[config.mk]
export PLATFORM = sky130hd
export DESIGN_NAME = video_regs_flat
export DESIGN_NICKNAME = d
export VERILOG_FILES = /design/src/rtl/video_pkg.sv /design/src/rtl/video_regs_if.sv /design/src/rtl/edge_trig.sv /design/src/rtl/video_scroll.sv /design/src/rtl/video_regs.sv /design/src/flat_wrapper.sv
export SDC_FILE = /design/constraint.sdc
export NUM_CORES = 1
export LEC_CHECK = 0
export ABC_AREA = 0
export BUFFER_PORTS_ARGS = -buffer_cell sky130_fd_sc_hd__buf_2
export CORE_ASPECT_RATIO = 0.6
export CORE_MARGIN = 2
export CORE_UTILIZATION = 30
export CTS_CLUSTER_SIZE = 10
export DETAILED_ROUTE_END_ITERATION = 8
export GPL_ROUTABILITY_DRIVEN = 0
export PLACE_DENSITY = 0.61
export SLEW_MARGIN = 20
export SYNTH_ARGS = -nofsm -noshare
export SYNTH_HDL_FRONTEND = slang
export SYNTH_HIERARCHICAL = 1
export SYNTH_SLANG_ARGS = --single-unit
[constraint.sdc]
create_clock -name I_clock -period 4.9 [get_ports I_clock]
set_input_delay 0.98 -clock I_clock [delete_from_list [all_inputs] [get_ports I_clock]]
set_output_delay 0.98 -clock I_clock [all_outputs]
set_load 0.01 [all_outputs]
[src/rtl/video_pkg.sv]
// Shared definitions for the PPU host register file.
// Contents: register index constants, ctrl/status bit positions, the palette
// region constant and a helper that tells whether an address lies in it.
package video_pkg;

   // Host register window indices
   localparam logic [2:0] REG_CTRL    = 3'd0;
   localparam logic [2:0] REG_MASK    = 3'd1;
   localparam logic [2:0] REG_STATUS  = 3'd2;
   localparam logic [2:0] REG_OAMADDR = 3'd3;
   localparam logic [2:0] REG_OAMDATA = 3'd4;
   localparam logic [2:0] REG_SCROLL  = 3'd5;
   localparam logic [2:0] REG_ADDR    = 3'd6;
   localparam logic [2:0] REG_DATA    = 3'd7;

   // ctrl bit positions
   localparam int CTRL_INC_BIT = 2;   // 0: +1 per data access, 1: +32
   localparam int CTRL_NMI_BIT = 7;   // NMI enable

   // status bit positions
   localparam int STAT_VBL_BIT = 7;
   localparam int STAT_S0_BIT  = 6;
   localparam int STAT_OVF_BIT = 5;

   // v[13:8] value that selects the palette
   localparam logic [5:0] PAL_REGION = 6'h3F;

   function automatic logic in_palette(input logic [14:0] v);
      return (v[13:8] == PAL_REGION);
   endfunction

endpackage

[src/rtl/video_regs_if.sv]
// Host bus of the PPU register file.
// host_addr  : register index 0..7
// host_wren  : write level (the slave detects its rising edge)
// host_rden  : read level (the slave detects its rising edge)
// host_wdata : write data
// host_rdata : registered read data
// host_nmi   : active-low NMI
interface video_regs_if;
   logic [2:0] host_addr;
   logic       host_wren;
   logic       host_rden;
   logic [7:0] host_wdata;
   logic [7:0] host_rdata;
   logic       host_nmi;

   modport master (
      output host_addr, host_wren, host_rden, host_wdata,
      input  host_rdata, host_nmi
   );

   modport slave (
      input  host_addr, host_wren, host_rden, host_wdata,
      output host_rdata, host_nmi
   );
endinterface

[src/rtl/edge_trig.sv]
// Rising-edge detector producing a one-clock registered pulse.
// I_clock : clock
// I_reset : asynchronous active-low reset
// I_level : level input
// O_pulse : high for the clock after I_level was first seen high
module edge_trig (
   input  logic I_clock,
   input  logic I_reset,
   input  logic I_level,
   output logic O_pulse
);

   logic level_q;
   logic pulse_q;

   // Previous level and registered rising-edge pulse
   always_ff @(posedge I_clock or negedge I_reset) begin
      if (!I_reset) begin
         level_q <= 1'b0;
         pulse_q <= 1'b0;
      end else begin
         level_q <= I_level;
         pulse_q <= I_level & ~level_q;
      end
   end

   assign O_pulse = pulse_q;

endmodule

[src/rtl/video_scroll.sv]
// Scroll/address state: temporary address t, current address v, fine X and
// the shared write toggle w, plus the renderer copy/increment hooks.
// I_ctrl_wr   : ctrl write (loads t[11:10])
// I_scroll_wr : scroll register write
// I_addr_wr   : address register write
// I_data_acc  : data port access (advances v)
// I_inc32     : step v by 32 instead of 1 on data accesses
// I_status_rd : status read (clears w)
// I_wdata     : host write data
// I_copy_h/v, I_inc_x/y : renderer hooks
// O_v, O_fine_x : current address and fine X
module video_scroll (
   input  logic        I_clock,
   input  logic        I_reset,
   input  logic        I_ctrl_wr,
   input  logic        I_scroll_wr,
   input  logic        I_addr_wr,
   input  logic        I_data_acc,
   input  logic        I_inc32,
   input  logic        I_status_rd,
   input  logic [7:0]  I_wdata,
   input  logic        I_copy_h,
   input  logic        I_copy_v,
   input  logic        I_inc_x,
   input  logic        I_inc_y,
   output logic [14:0] O_v,
   output logic [2:0]  O_fine_x
);

   logic [14:0] t_q, t_d;
   logic [14:0] v_q, v_d;
   logic [14:0] v_x_s;
   logic [2:0]  fine_x_q, fine_x_d;
   logic        w_q, w_d;

   // Coarse X lives in v[4:0]; wrapping past 31 moves to the other
   // horizontal nametable (v[10]).
   function automatic logic [14:0] inc_coarse_x(input logic [14:0] v);
      logic [14:0] r;
      r = v;
      if (v[4:0] == 5'd31) begin
         r[4:0] = 5'd0;
         r[10]  = ~v[10];
      end else begin
         r[4:0] = v[4:0] + 5'd1;
      end
      return r;
   endfunction

   // Fine Y in v[14:12] carries into coarse Y v[9:5]. Row 29 is the last
   // visible tile row and flips the vertical nametable; rows 30/31 hold
   // attribute data, so 31 wraps without the flip.
   function automatic logic [14:0] inc_fine_y(input logic [14:0] v);
      logic [14:0] r;
      r = v;
      if (v[14:12] != 3'd7) begin
         r[14:12] = v[14:12] + 3'd1;
      end else begin
         r[14:12] = 3'd0;
         case (v[9:5])
            5'd29: begin
               r[9:5] = 5'd0;
               r[11]  = ~v[11];
            end
            5'd31:   r[9:5] = 5'd0;
            default: r[9:5] = v[9:5] + 5'd1;
         endcase
      end
      return r;
   endfunction

   // Host updates of t, fine X and w
   always_comb begin
      t_d      = t_q;
      fine_x_d = fine_x_q;
      w_d      = w_q;
      if (I_ctrl_wr) begin
         t_d[11:10] = I_wdata[1:0];
      end else if (I_scroll_wr) begin
         if (!w_q) begin
            t_d[4:0] = I_wdata[7:3];
            fine_x_d = I_wdata[2:0];
         end else begin
            t_d[9:5]   = I_wdata[7:3];
            t_d[14:12] = I_wdata[2:0];
         end
         w_d = ~w_q;
      end else if (I_addr_wr) begin
         if (!w_q) begin
            t_d[13:8] = I_wdata[5:0];
            t_d[14]   = 1'b0;
         end else begin
            t_d[7:0] = I_wdata;
         end
         w_d = ~w_q;
      end else if (I_status_rd) begin
         w_d = 1'b0;
      end else begin
         w_d = w_q;
      end
   end

   // Next v: host update, then renderer copies, then renderer increments
   always_comb begin
      v_x_s = I_inc_x ? inc_coarse_x(v_q) : v_q;
      v_d   = v_q;
      if (I_addr_wr && w_q) begin
         v_d = t_d;
      end else if (I_data_acc) begin
         v_d = v_q + (I_inc32 ? 15'd32 : 15'd1);
      end else if (I_copy_h || I_copy_v) begin
         if (I_copy_h) begin
            v_d[10]  = t_q[10];
            v_d[4:0] = t_q[4:0];
         end else begin
            v_d[10]  = v_q[10];
         end
         if (I_copy_v) begin
            v_d[14:11] = t_q[14:11];
            v_d[9:5]   = t_q[9:5];
         end else begin
            v_d[9:5]   = v_q[9:5];
         end
      end else begin
         v_d = I_inc_y ? inc_fine_y(v_x_s) : v_x_s;
      end
   end

   // Scroll state registers
   always_ff @(posedge I_clock or negedge I_reset) begin
      if (!I_reset) begin
         t_q      <= 15'd0;
         v_q      <= 15'd0;
         fine_x_q <= 3'd0;
         w_q      <= 1'b0;
      end else begin
         t_q      <= t_d;
         v_q      <= v_d;
         fine_x_q <= fine_x_d;
         w_q      <= w_d;
      end
   end

   assign O_v      = v_q;
   assign O_fine_x = fine_x_q;

endmodule

[src/rtl/video_regs.sv]
// Host-visible PPU register file and VRAM/OAM access engine.
// I_clock, I_reset         : clock, asynchronous active-low reset
// host (video_regs_if)     : register window, read data, NMI
// I_set_vblank/I_clr_vblank: vblank pulses from timing
// I_sprite0_hit/ovf        : status levels from the renderer
// I_v_copy_h/v, I_v_inc_x/y: renderer scroll hooks
// O_vid_* / I_vid_data     : VRAM port;  I_pal_data : palette read data
// O_oam_* / I_oam_data     : OAM port
// O_ctrl, O_mask, O_vram_v, O_fine_x : state exported to the video core
module video_regs
   import video_pkg::*;
#(
   parameter int P_vram_latency   = 1,
   parameter int P_palette_bypass = 1,
   parameter int P_oam_addr_width = 8
) (
   input  logic                        I_clock,
   input  logic                        I_reset,
   video_regs_if.slave                 host,
   input  logic                        I_set_vblank,
   input  logic                        I_clr_vblank,
   input  logic                        I_sprite0_hit,
   input  logic                        I_sprite_ovf,
   input  logic                        I_v_copy_h,
   input  logic                        I_v_copy_v,
   input  logic                        I_v_inc_x,
   input  logic                        I_v_inc_y,
   output logic [13:0]                 O_vid_addr,
   output logic                        O_vid_wren,
   input  logic [7:0]                  I_vid_data,
   output logic [7:0]                  O_vid_data,
   input  logic [7:0]                  I_pal_data,
   output logic [P_oam_addr_width-1:0] O_oam_addr,
   output logic                        O_oam_wren,
   output logic [7:0]                  O_oam_data,
   input  logic [7:0]                  I_oam_data,
   output logic [7:0]                  O_ctrl,
   output logic [7:0]                  O_mask,
   output logic [14:0]                 O_vram_v,
   output logic [2:0]                  O_fine_x
);

   logic                        wr_stb_s, rd_stb_s;
   logic                        wr_s, rd_s;
   logic                        status_rd_s, data_acc_s, data_rd_s;
   logic [2:0]                  addr_q;
   logic [7:0]                  wdata_q;
   logic [7:0]                  ctrl_q, ctrl_d;
   logic [7:0]                  mask_q, mask_d;
   logic [7:0]                  openbus_q, openbus_d;
   logic [7:0]                  rdata_q, rdata_d;
   logic [7:0]                  rbuf_q, rbuf_d;
   logic [7:0]                  status_s;
   logic [P_oam_addr_width-1:0] oam_addr_q, oam_addr_d;
   logic                        vblank_q, vblank_d;
   logic                        nmi_q, nmi_d;
   logic [P_vram_latency-1:0]   pend_q, pend_d;
   logic [14:0]                 v_s;

   edge_trig u_wr_trig (.I_clock(I_clock), .I_reset(I_reset), .I_level(host.host_wren), .O_pulse(wr_stb_s));
   edge_trig u_rd_trig (.I_clock(I_clock), .I_reset(I_reset), .I_level(host.host_rden), .O_pulse(rd_stb_s));

   // A coincident write strobe suppresses the read
   assign wr_s        = wr_stb_s;
   assign rd_s        = rd_stb_s & ~wr_stb_s;
   assign status_rd_s = rd_s && (addr_q == REG_STATUS);
   assign data_rd_s   = rd_s && (addr_q == REG_DATA);
   assign data_acc_s  = (wr_s || rd_s) && (addr_q == REG_DATA);

   video_scroll u_scroll (
      .I_clock     (I_clock),
      .I_reset     (I_reset),
      .I_ctrl_wr   (wr_s && (addr_q == REG_CTRL)),
      .I_scroll_wr (wr_s && (addr_q == REG_SCROLL)),
      .I_addr_wr   (wr_s && (addr_q == REG_ADDR)),
      .I_data_acc  (data_acc_s),
      .I_inc32     (ctrl_q[CTRL_INC_BIT]),
      .I_status_rd (status_rd_s),
      .I_wdata     (wdata_q),
      .I_copy_h    (I_v_copy_h),
      .I_copy_v    (I_v_copy_v),
      .I_inc_x     (I_v_inc_x),
      .I_inc_y     (I_v_inc_y),
      .O_v         (v_s),
      .O_fine_x    (O_fine_x)
   );

   // Status byte: flags on top, stale bus bits underneath
   always_comb begin
      status_s               = {3'b000, openbus_q[4:0]};
      status_s[STAT_VBL_BIT] = vblank_q;
      status_s[STAT_S0_BIT]  = I_sprite0_hit;
      status_s[STAT_OVF_BIT] = I_sprite_ovf;
   end

   // Register-file next state
   always_comb begin
      ctrl_d     = ctrl_q;
      mask_d     = mask_q;
      oam_addr_d = oam_addr_q;
      openbus_d  = wr_s ? wdata_q : openbus_q;
      rdata_d    = rdata_q;
      if (wr_s) begin
         case (addr_q)
            REG_CTRL:    ctrl_d     = wdata_q;
            REG_MASK:    mask_d     = wdata_q;
            REG_OAMADDR: oam_addr_d = P_oam_addr_width'(wdata_q);
            REG_OAMDATA: oam_addr_d = oam_addr_q + P_oam_addr_width'(1);
            default:     ctrl_d     = ctrl_q;
         endcase
      end else if (rd_s) begin
         case (addr_q)
            REG_STATUS:  rdata_d = status_s;
            REG_OAMDATA: rdata_d = I_oam_data;
            REG_DATA:    rdata_d = ((P_palette_bypass != 0) && in_palette(v_s)) ? I_pal_data : rbuf_q;
            default:     rdata_d = openbus_q;
         endcase
      end else begin
         rdata_d = rdata_q;
      end
   end

   // Vblank flag: clear pulse beats a status read, which beats (suppresses) set
   always_comb begin
      if (I_clr_vblank) begin
         vblank_d = 1'b0;
      end else if (status_rd_s) begin
         vblank_d = 1'b0;
      end else if (I_set_vblank) begin
         vblank_d = 1'b1;
      end else begin
         vblank_d = vblank_q;
      end
      nmi_d = ~(vblank_q & ctrl_q[CTRL_NMI_BIT]);
   end

   // Read-fetch tracking: bit i set means a fetch issued i+1 clocks ago;
   // the top bit marks the cycle in which I_vid_data is valid.
   always_comb begin
      pend_d    = '0;
      pend_d[0] = data_rd_s;
      for (int i = 1; i < P_vram_latency; i++) begin
         pend_d[i] = pend_q[i-1];
      end
      rbuf_d = pend_q[P_vram_latency-1] ? I_vid_data : rbuf_q;
   end

   // Host-side capture of address/data alongside the strobe
   always_ff @(posedge I_clock or negedge I_reset) begin
      if (!I_reset) begin
         addr_q  <= 3'd0;
         wdata_q <= 8'd0;
      end else begin
         addr_q  <= host.host_addr;
         wdata_q <= host.host_wdata;
      end
   end

   // Register file state
   always_ff @(posedge I_clock or negedge I_reset) begin
      if (!I_reset) begin
         ctrl_q     <= 8'd0;
         mask_q     <= 8'd0;
         oam_addr_q <= '0;
         openbus_q  <= 8'd0;
         rdata_q    <= 8'd0;
         rbuf_q     <= 8'd0;
         pend_q     <= '0;
         vblank_q   <= 1'b0;
         nmi_q      <= 1'b1;
      end else begin
         ctrl_q     <= ctrl_d;
         mask_q     <= mask_d;
         oam_addr_q <= oam_addr_d;
         openbus_q  <= openbus_d;
         rdata_q    <= rdata_d;
         rbuf_q     <= rbuf_d;
         pend_q     <= pend_d;
         vblank_q   <= vblank_d;
         nmi_q      <= nmi_d;
      end
   end

   assign host.host_rdata = rdata_q;
   assign host.host_nmi   = nmi_q;
   assign O_vid_addr      = v_s[13:0];
   assign O_vid_wren      = wr_s && (addr_q == REG_DATA);
   assign O_vid_data      = wdata_q;
   assign O_oam_addr      = oam_addr_q;
   assign O_oam_wren      = wr_s && (addr_q == REG_OAMDATA);
   assign O_oam_data      = wdata_q;
   assign O_ctrl          = ctrl_q;
   assign O_mask          = mask_q;
   assign O_vram_v        = v_s;

endmodule

[src/flat_wrapper.sv]
// flat-port wrapper written by rule: the top's interface ports become plain ports
module video_regs_flat import video_pkg::*;
#(
   parameter int P_vram_latency   = 1,
   parameter int P_palette_bypass = 1,
   parameter int P_oam_addr_width = 8
)
  (I_clock, I_reset, I_set_vblank, I_clr_vblank, I_sprite0_hit, I_sprite_ovf, I_v_copy_h, I_v_copy_v, I_v_inc_x, I_v_inc_y, O_vid_addr, O_vid_wren, I_vid_data, O_vid_data, I_pal_data, O_oam_addr, O_oam_wren, O_oam_data, I_oam_data, O_ctrl, O_mask, O_vram_v, O_fine_x, host_host_addr, host_host_wren, host_host_rden, host_host_wdata, host_host_rdata, host_host_nmi);
  video_regs_if host_i ();
  input  logic I_clock;
  input  logic I_reset;
  input  logic I_set_vblank;
  input  logic I_clr_vblank;
  input  logic I_sprite0_hit;
  input  logic I_sprite_ovf;
  input  logic I_v_copy_h;
  input  logic I_v_copy_v;
  input  logic I_v_inc_x;
  input  logic I_v_inc_y;
  output logic [13:0] O_vid_addr;
  output logic O_vid_wren;
  input  logic [7:0] I_vid_data;
  output logic [7:0] O_vid_data;
  input  logic [7:0] I_pal_data;
  output logic [P_oam_addr_width-1:0] O_oam_addr;
  output logic O_oam_wren;
  output logic [7:0] O_oam_data;
  input  logic [7:0] I_oam_data;
  output logic [7:0] O_ctrl;
  output logic [7:0] O_mask;
  output logic [14:0] O_vram_v;
  output logic [2:0] O_fine_x;
  input wire logic [$bits(host_i.host_addr)-1:0] host_host_addr;
  input wire logic [$bits(host_i.host_wren)-1:0] host_host_wren;
  input wire logic [$bits(host_i.host_rden)-1:0] host_host_rden;
  input wire logic [$bits(host_i.host_wdata)-1:0] host_host_wdata;
  output wire logic [$bits(host_i.host_rdata)-1:0] host_host_rdata;
  output wire logic [$bits(host_i.host_nmi)-1:0] host_host_nmi;
  assign host_i.host_addr = host_host_addr;
  assign host_i.host_wren = host_host_wren;
  assign host_i.host_rden = host_host_rden;
  assign host_i.host_wdata = host_host_wdata;
  assign host_host_rdata = host_i.host_rdata;
  assign host_host_nmi = host_i.host_nmi;
  video_regs #(.P_vram_latency(P_vram_latency), .P_palette_bypass(P_palette_bypass), .P_oam_addr_width(P_oam_addr_width)) u_core (.I_clock(I_clock), .I_reset(I_reset), .host(host_i), .I_set_vblank(I_set_vblank), .I_clr_vblank(I_clr_vblank), .I_sprite0_hit(I_sprite0_hit), .I_sprite_ovf(I_sprite_ovf), .I_v_copy_h(I_v_copy_h), .I_v_copy_v(I_v_copy_v), .I_v_inc_x(I_v_inc_x), .I_v_inc_y(I_v_inc_y), .O_vid_addr(O_vid_addr), .O_vid_wren(O_vid_wren), .I_vid_data(I_vid_data), .O_vid_data(O_vid_data), .I_pal_data(I_pal_data), .O_oam_addr(O_oam_addr), .O_oam_wren(O_oam_wren), .O_oam_data(O_oam_data), .I_oam_data(I_oam_data), .O_ctrl(O_ctrl), .O_mask(O_mask), .O_vram_v(O_vram_v), .O_fine_x(O_fine_x));
endmodule
### Word-level counts from Yosys, hierarchy flattened

Cells that the tools add are included.

| word-level totals | value |
|---|---|
| register bits | 100 |
| output and inout bits | 83 |

| cells by class | value |
|---|---|
| multiplexer cells | 38 |
| equality and inequality tests | 14 |
| bitwise logic cells | 12 |
| $add $sub $neg | 5 |
| reduce and logical (&&, ||, !) cells | 22 |

Operators by type and width:

| kind | number |
|---|---|
| two-way mux 15 bit | 5 |
| two-way mux 5 bit | 7 |
| case mux 8 bit (3 select lines) | 1 |
| two-way mux 10 bit | 2 |
| two-way mux 8 bit | 2 |
| case mux 8 bit (2 select lines) | 1 |
| adder 15 x 6 -> 15 bit | 1 |
| == test 5 bit, second input constant | 3 |
| == test 3 bit, second input constant | 4 |
| two-way mux 3 bit | 4 |
| two-way mux 11 bit | 1 |
| adder 5 x 1 -> 5 bit, second input constant | 2 |
| two-way mux 1 bit | 10 |
| AND reduction 2 bit | 5 |
| logical AND 1 bit | 9 |
| adder 8 x 1 -> 8 bit, second input constant | 1 |
| inequality test 4 x 3 -> 1 bit, second input constant | 2 |
| NOT 1 bit | 8 |
| two-way mux 7 bit | 1 |
| == test 3 x 2 -> 1 bit, second input constant | 2 |
| == test 6 bit, second input constant | 1 |
| two-way mux 6 bit | 1 |
| nonzero test 3 bit | 2 |
| AND 1 bit | 4 |
| 10 further kinds | 12 |

### Depth between registers and ports, before layout

| depth | value |
|---|---|
| word-level depth | 11 |
| depth in mapped cells | 10 |
| gate-level depth less buffers | 8 |

### Cells and area by module

The synthesis kept the hierarchy.

Modules (own cells, without submodules):

| module | seq. area each (um^2) | cells an instance | instances | area each (um^2) |
|---|---|---|---|---|
| video_regs | 1552.7 | 258 | 1 | 2979.1 |
| video_scroll | 850.8 | 289 | 1 | 2524.9 |
| edge_trig | 50.0 | 3 | 2 | 63.8 |

### Least setup slack after synthesis

OpenSTA, ideal clock, no wires.

| timing path | value |
|---|---|
| path type | register -> register |
| start point | register u_core.addr_q[1] |
| end point | register u_core.u_scroll.v_q[3] (netlist: u_core/u_scroll/O_v[3]) |
| cell stages (with the launch flop) | 10 |
| setup time | 0.120 ns |
| slack | 2.635 ns |
| arrival | 2.144 ns |
| clock period less this slack | 2.265 ns |
| path buffers | 4 |
| cells stage by stage | dfrtp_1 and3_1 buf_4 buf_6 a21o_1 clkbuf_1 a21o_1 or3_1 clkbuf_1 a31o_2 |

RTL lines:

| element | RTL line | RTL |
|---|---|---|
| from (decl) | video_regs.sv:46 | `logic [2:0] addr_q;` |
| from (signal assigned) | video_regs.sv:154 | `addr_q <= host.host_addr;` |
| == test 3 bit (*) | video_regs.sv:68 | `assign data_acc_s = (wr_s \|\| rd_s) && (addr_q == REG_DATA);` |
| logical AND 1 bit (*) | video_regs.sv:68 |  |
| named net u_core.data_acc_s | video_regs.sv:45 | `logic status_rd_s, data_acc_s, data_rd_s;` |
| two-way mux 15 bit | video_scroll.sv:109 | `end else if (I_data_acc) begin` |
| two-way mux 15 bit | video_scroll.sv:107 | `if (I_addr_wr && w_q) begin` |
| to (signal assigned) | video_scroll.sv:138 | `v_q <= v_d;` |
| to (decl) | video_scroll.sv:31 | `logic [14:0] v_q, v_d;` |

The timed path passes the listed nets; every way through them passes the cells marked *.
A chain may end at the register's enable or synchronous reset.

### Final worst setup path

| timing path | value |
|---|---|
| start point | register u_core.u_wr_trig.pulse_q (netlist: u_core/u_wr_trig/O_pulse) |
| end point | register u_core.u_scroll.v_q[1] (netlist: u_core/u_scroll/O_v[1]) |

RTL lines:

| element | RTL line | RTL |
|---|---|---|
| from (decl) | edge_trig.sv:14 | `logic pulse_q;` |
| from (signal assigned) | edge_trig.sv:23 | `pulse_q <= I_level & ~level_q;` |
| logical AND 1 bit | video_regs.sv:75 | `.I_addr_wr (wr_s && (addr_q == REG_ADDR)),` |
| two-way mux 15 bit | video_scroll.sv:88 | `end else if (I_addr_wr) begin` |
| two-way mux 10 bit | video_scroll.sv:79 | `end else if (I_scroll_wr) begin` |
| two-way mux 10 bit (*) | video_scroll.sv:77 | `if (I_ctrl_wr) begin` |
| named net u_core.u_scroll.t_d[1] | video_scroll.sv:30 | `logic [14:0] t_q, t_d;` |
| two-way mux 15 bit (*) | video_scroll.sv:107 |  |

Marks and branches as above.

==> metrics.csv <==
metric;value;unit
outcome;finished clean;
Total Wirelength;15830;um
Clock Tree Buf Depth;2;
Inserted Diodes;0;
max_cap viols;0;
Setup crit start kind;register;
Remaining Overflow, GRT;0;
Sw Ratio;0.3499;
f_max;318.5;MHz
Routed wire per std cell;17.90;um
most used cell, CP;nand2_1;
crit path max fanout;17;
largest stage delay on the critical path;800;ps
Post-Route Skew;7.669;ps
Hold Vio Cnt, Final;0;
die span in x;180.9;um
largest net degree at the start of global routing;69;
Crit path buffers/inverters;0;
clock transition at the registers of the reported paths;70;ps
simple-gate share of the synthesized area;0.1713;
vias in the first global route;4345;
first-pass GRT wire length;25260;um
Mapped Avg Cell Area;10.18;um^2
Post-Syn Nets;611;
Syn Std Cell Area;0.005632;mm^2
max-slew violations;0;
# nets final;697;
FFs w/ async S/R, synth;1.000;
Die Height;110.1;um
part of the power in registers;0.464;
actual slew at the worst max-slew pin;919.0;ps
kind of critical path;reg2reg;
pwr dens;416.9;mW/mm^2
Sw Pwr;954.1;uW
root buffer cell;clkbuf_16;
Setup TNS;0;ps
Compound-Gate Fraction of Synth Area;0.1917;
PortBufs;129;
share of cells above drive strength 1;0.3106;
Post-Synthesis Cells;553;
cts bufs inserted;9;
max_slew headroom;0.3860;
number of synthesized flops with an enable pin;0;
Tmin final;3139;ps
vias post-DR;4708;
share of total power in the clock network;0.248;
worst skew pair latency;340;ps
Starting Density;0.3093;
initial antenna violation count;0;
number of vias per cell;5.326;
post-CTS setup buffer count;0;
initial drt markers;436;
RSZ-0062 raised after global routing;no;
clock sink total;100;
Filler cells;1854;
FF+latch count, synth;100;
number of primary I/O pins;130;
die area;0.01992;mm^2
Yosys cell types;74;
# hold bufs at CTS;0;
Adder-Cell Fraction of Synth Area;0.02444;
hold slack;447.6;ps
Critical Path RT;5170;ps
Final setup viols;0;
share of the yosys chip area belonging to registers;0.4446;
HPWL after detailed placement;11510;um
Tcrit/Tclk final;0.6407;
internal power;1.773;mW
DRC;0;
num rows;38;
Synth Flop Type;dfrtp_1;
Ys Warns;6;
total global-route track usage;0.1632;
Pre-antenna DRT Iters;5;
multiplexer share of the synthesized area;0.08265;
largest family of logic cells by synthesized area;compound AO/OA/AOI/OAI gates;
worst vdd ir;0.0002242;V
Worst path slowest cell;nor3b_1;
Post-Synth XOR/XNOR Area;0.01555;
Gate power share;0.288;
area delta synth->final;16.13;%
CP Data Arrival Time;3410;ps
LEAKAGE;2.831;nW
H-tree Lvls;3;
antenna viol nets, final;0;
worst hold-check path type;reg2reg;
CTS tree;done;
Crit path max-delay family;simple AND/OR/NAND/NOR gates;
cells along the critical path;nand2_1, nor3b_1, nand2b_1, a21oi_1, o22a_1, nand2_1, a31oi_1;
PostCTS Resize Cnt;0;
CORE AREA;0.01821;mm^2
Setup crit end kind;register;
## synthesized netlist by cell type, types with 3 or more instances
library cell,number,area [um^2]
a22oi_1,3,22.52
a311o_1,3,30.03
buf_6,3,33.78
and3_1,6,37.54
o21ai_0,21,105.1
nor2_1,32,120.1
a211oi_1,5,37.54
buf_4,25,187.7
o21a_1,5,37.54
a21o_1,4,30.03
nand2b_1,13,81.33
and2_1,4,25.02
a221oi_1,6,52.55
inv_1,10,37.54
a21oi_1,22,110.1
nor4b_1,7,61.31
nand3_1,16,80.08
o31a_1,4,35.03
a2bb2oi_1,3,26.28
dfrtp_1,99,2477
nand3b_1,3,22.52
mux2i_1,6,60.06
o22ai_1,8,50.05
o21ai_1,4,20.02
a31oi_1,7,43.79
clkbuf_1,15,56.30
xnor2_1,7,61.31
ha_1,11,137.6
nand2_1,40,150.1
xor2_1,3,26.28
mux2_2,36,405.4
nor2b_1,4,25.02
and4_1,4,35.03
o22a_1,18,157.7
o211ai_1,6,45.04
nand4_1,16,100.1
nor3_1,9,45.04
o311a_1,3,30.03
buf_2,14,70.07
o31ai_1,5,37.54
## path summary, 6_finish.rpt
| check | depth (start not counted) | end | from | slack (ps) |
|---|---|---|---|---|
| worst max-delay path | 7 | u_core/u_scroll/O_v[1] | u_core/u_wr_trig/O_pulse | 1760 |
| worst min-delay path | 1 | u_core/u_wr_trig/O_pulse | u_core/u_wr_trig/level_q | 450 |
| worst max register to register | 7 | u_core/u_scroll/O_v[1] | u_core/u_wr_trig/O_pulse | 1760 |
| worst min register to register | 1 | u_core/u_wr_trig/O_pulse | u_core/u_wr_trig/level_q | 450 |
| max in group asynchronous | 2 | u_core/u_scroll/t_q[7] | I_reset | 3170 |
| min in group asynchronous | 1 | u_core/rbuf_q[4] | I_reset | 750 |
## placed cells by master (no fill, tap or decap), types with 10 or more instances in the layout
cell	instances
buf_2	128
dfrtp_1	99
nand2_1	40
mux2_2	36
nor2_1	32
a21oi_1	22
o21ai_0	21
o22a_1	18
nand3_1	16
nand4_1	16
nand2b_1	13
ha_1	11
inv_1	10
## worst reg2reg max path, stage by stage (launching register included)
cell	delay, ps
dfrtp_1	720
nand2_1	260
nor3b_1	800
nand2b_1	340
a21oi_1	480
o22a_1	220
nand2_1	60
a31oi_1	180
## power by group through the flow
stage / combinational (mW) / clock [mW] / sequential (mW)
floorplan: 0.552 / 0 / 1.23
finish: 0.785 / 0.676 / 1.27
detailed placement: 0.784 / 0 / 1.28
global route: 0.868 / 0.739 / 1.30
global placement: 0.778 / 0 / 1.28
CTS: 0.787 / 0.702 / 1.27
## layer usage
metal | global-route usage | vias up | wire [um]
li1 | - | 2207 | -
met1 | 0.2482 | 2316 | 8020
met2 | 0.2292 | 177 | 6434
met3 | 0.04862 | 8 | 1293
met4 | 0.02477 | 0 | 80
met5 | 0 | - | 0
## layout make-up
| class | count | area (um^2) | share of cell area |
|---|---|---|---|
| Multi-Input combinational cell | 384 | 2735 | 0.4182 |
| Clock buffer | 13 | 260.3 | 0.03979 |
| Clock inverter | 3 | 21.27 | 0.003252 |
| Timing Repair Buffer | 133 | 678.2 | 0.1037 |
| Sequential cell | 100 | 2504 | 0.3828 |
| Inverter | 11 | 41.29 | 0.006313 |
| Tap cell | 240 | 300.3 | 0.04592 |
## metrics by stage
step             util  setup WS, ps  cell area, um^2  power (mW)  std cells
2_1_floorplan       -          2635             5632       1.779        553
3_3_place_gp   0.3437          1888             6259       2.059        868
3_5_place_dp   0.3437          1820             6259       2.064        868
4_1_cts        0.3591          1793             6540       2.756        884
5_1_grt        0.3591          1422             6540       2.912        884
6_report       0.3591          1761             6540       2.727        884
## cell families after synthesis
logic type	after synthesis
simple gates	172
compound gates	149
flops	100
buf+inv	69
mux	42
fa+ha+maj	11
xor+xnor	10
Power figures use the tool's default switching activity.
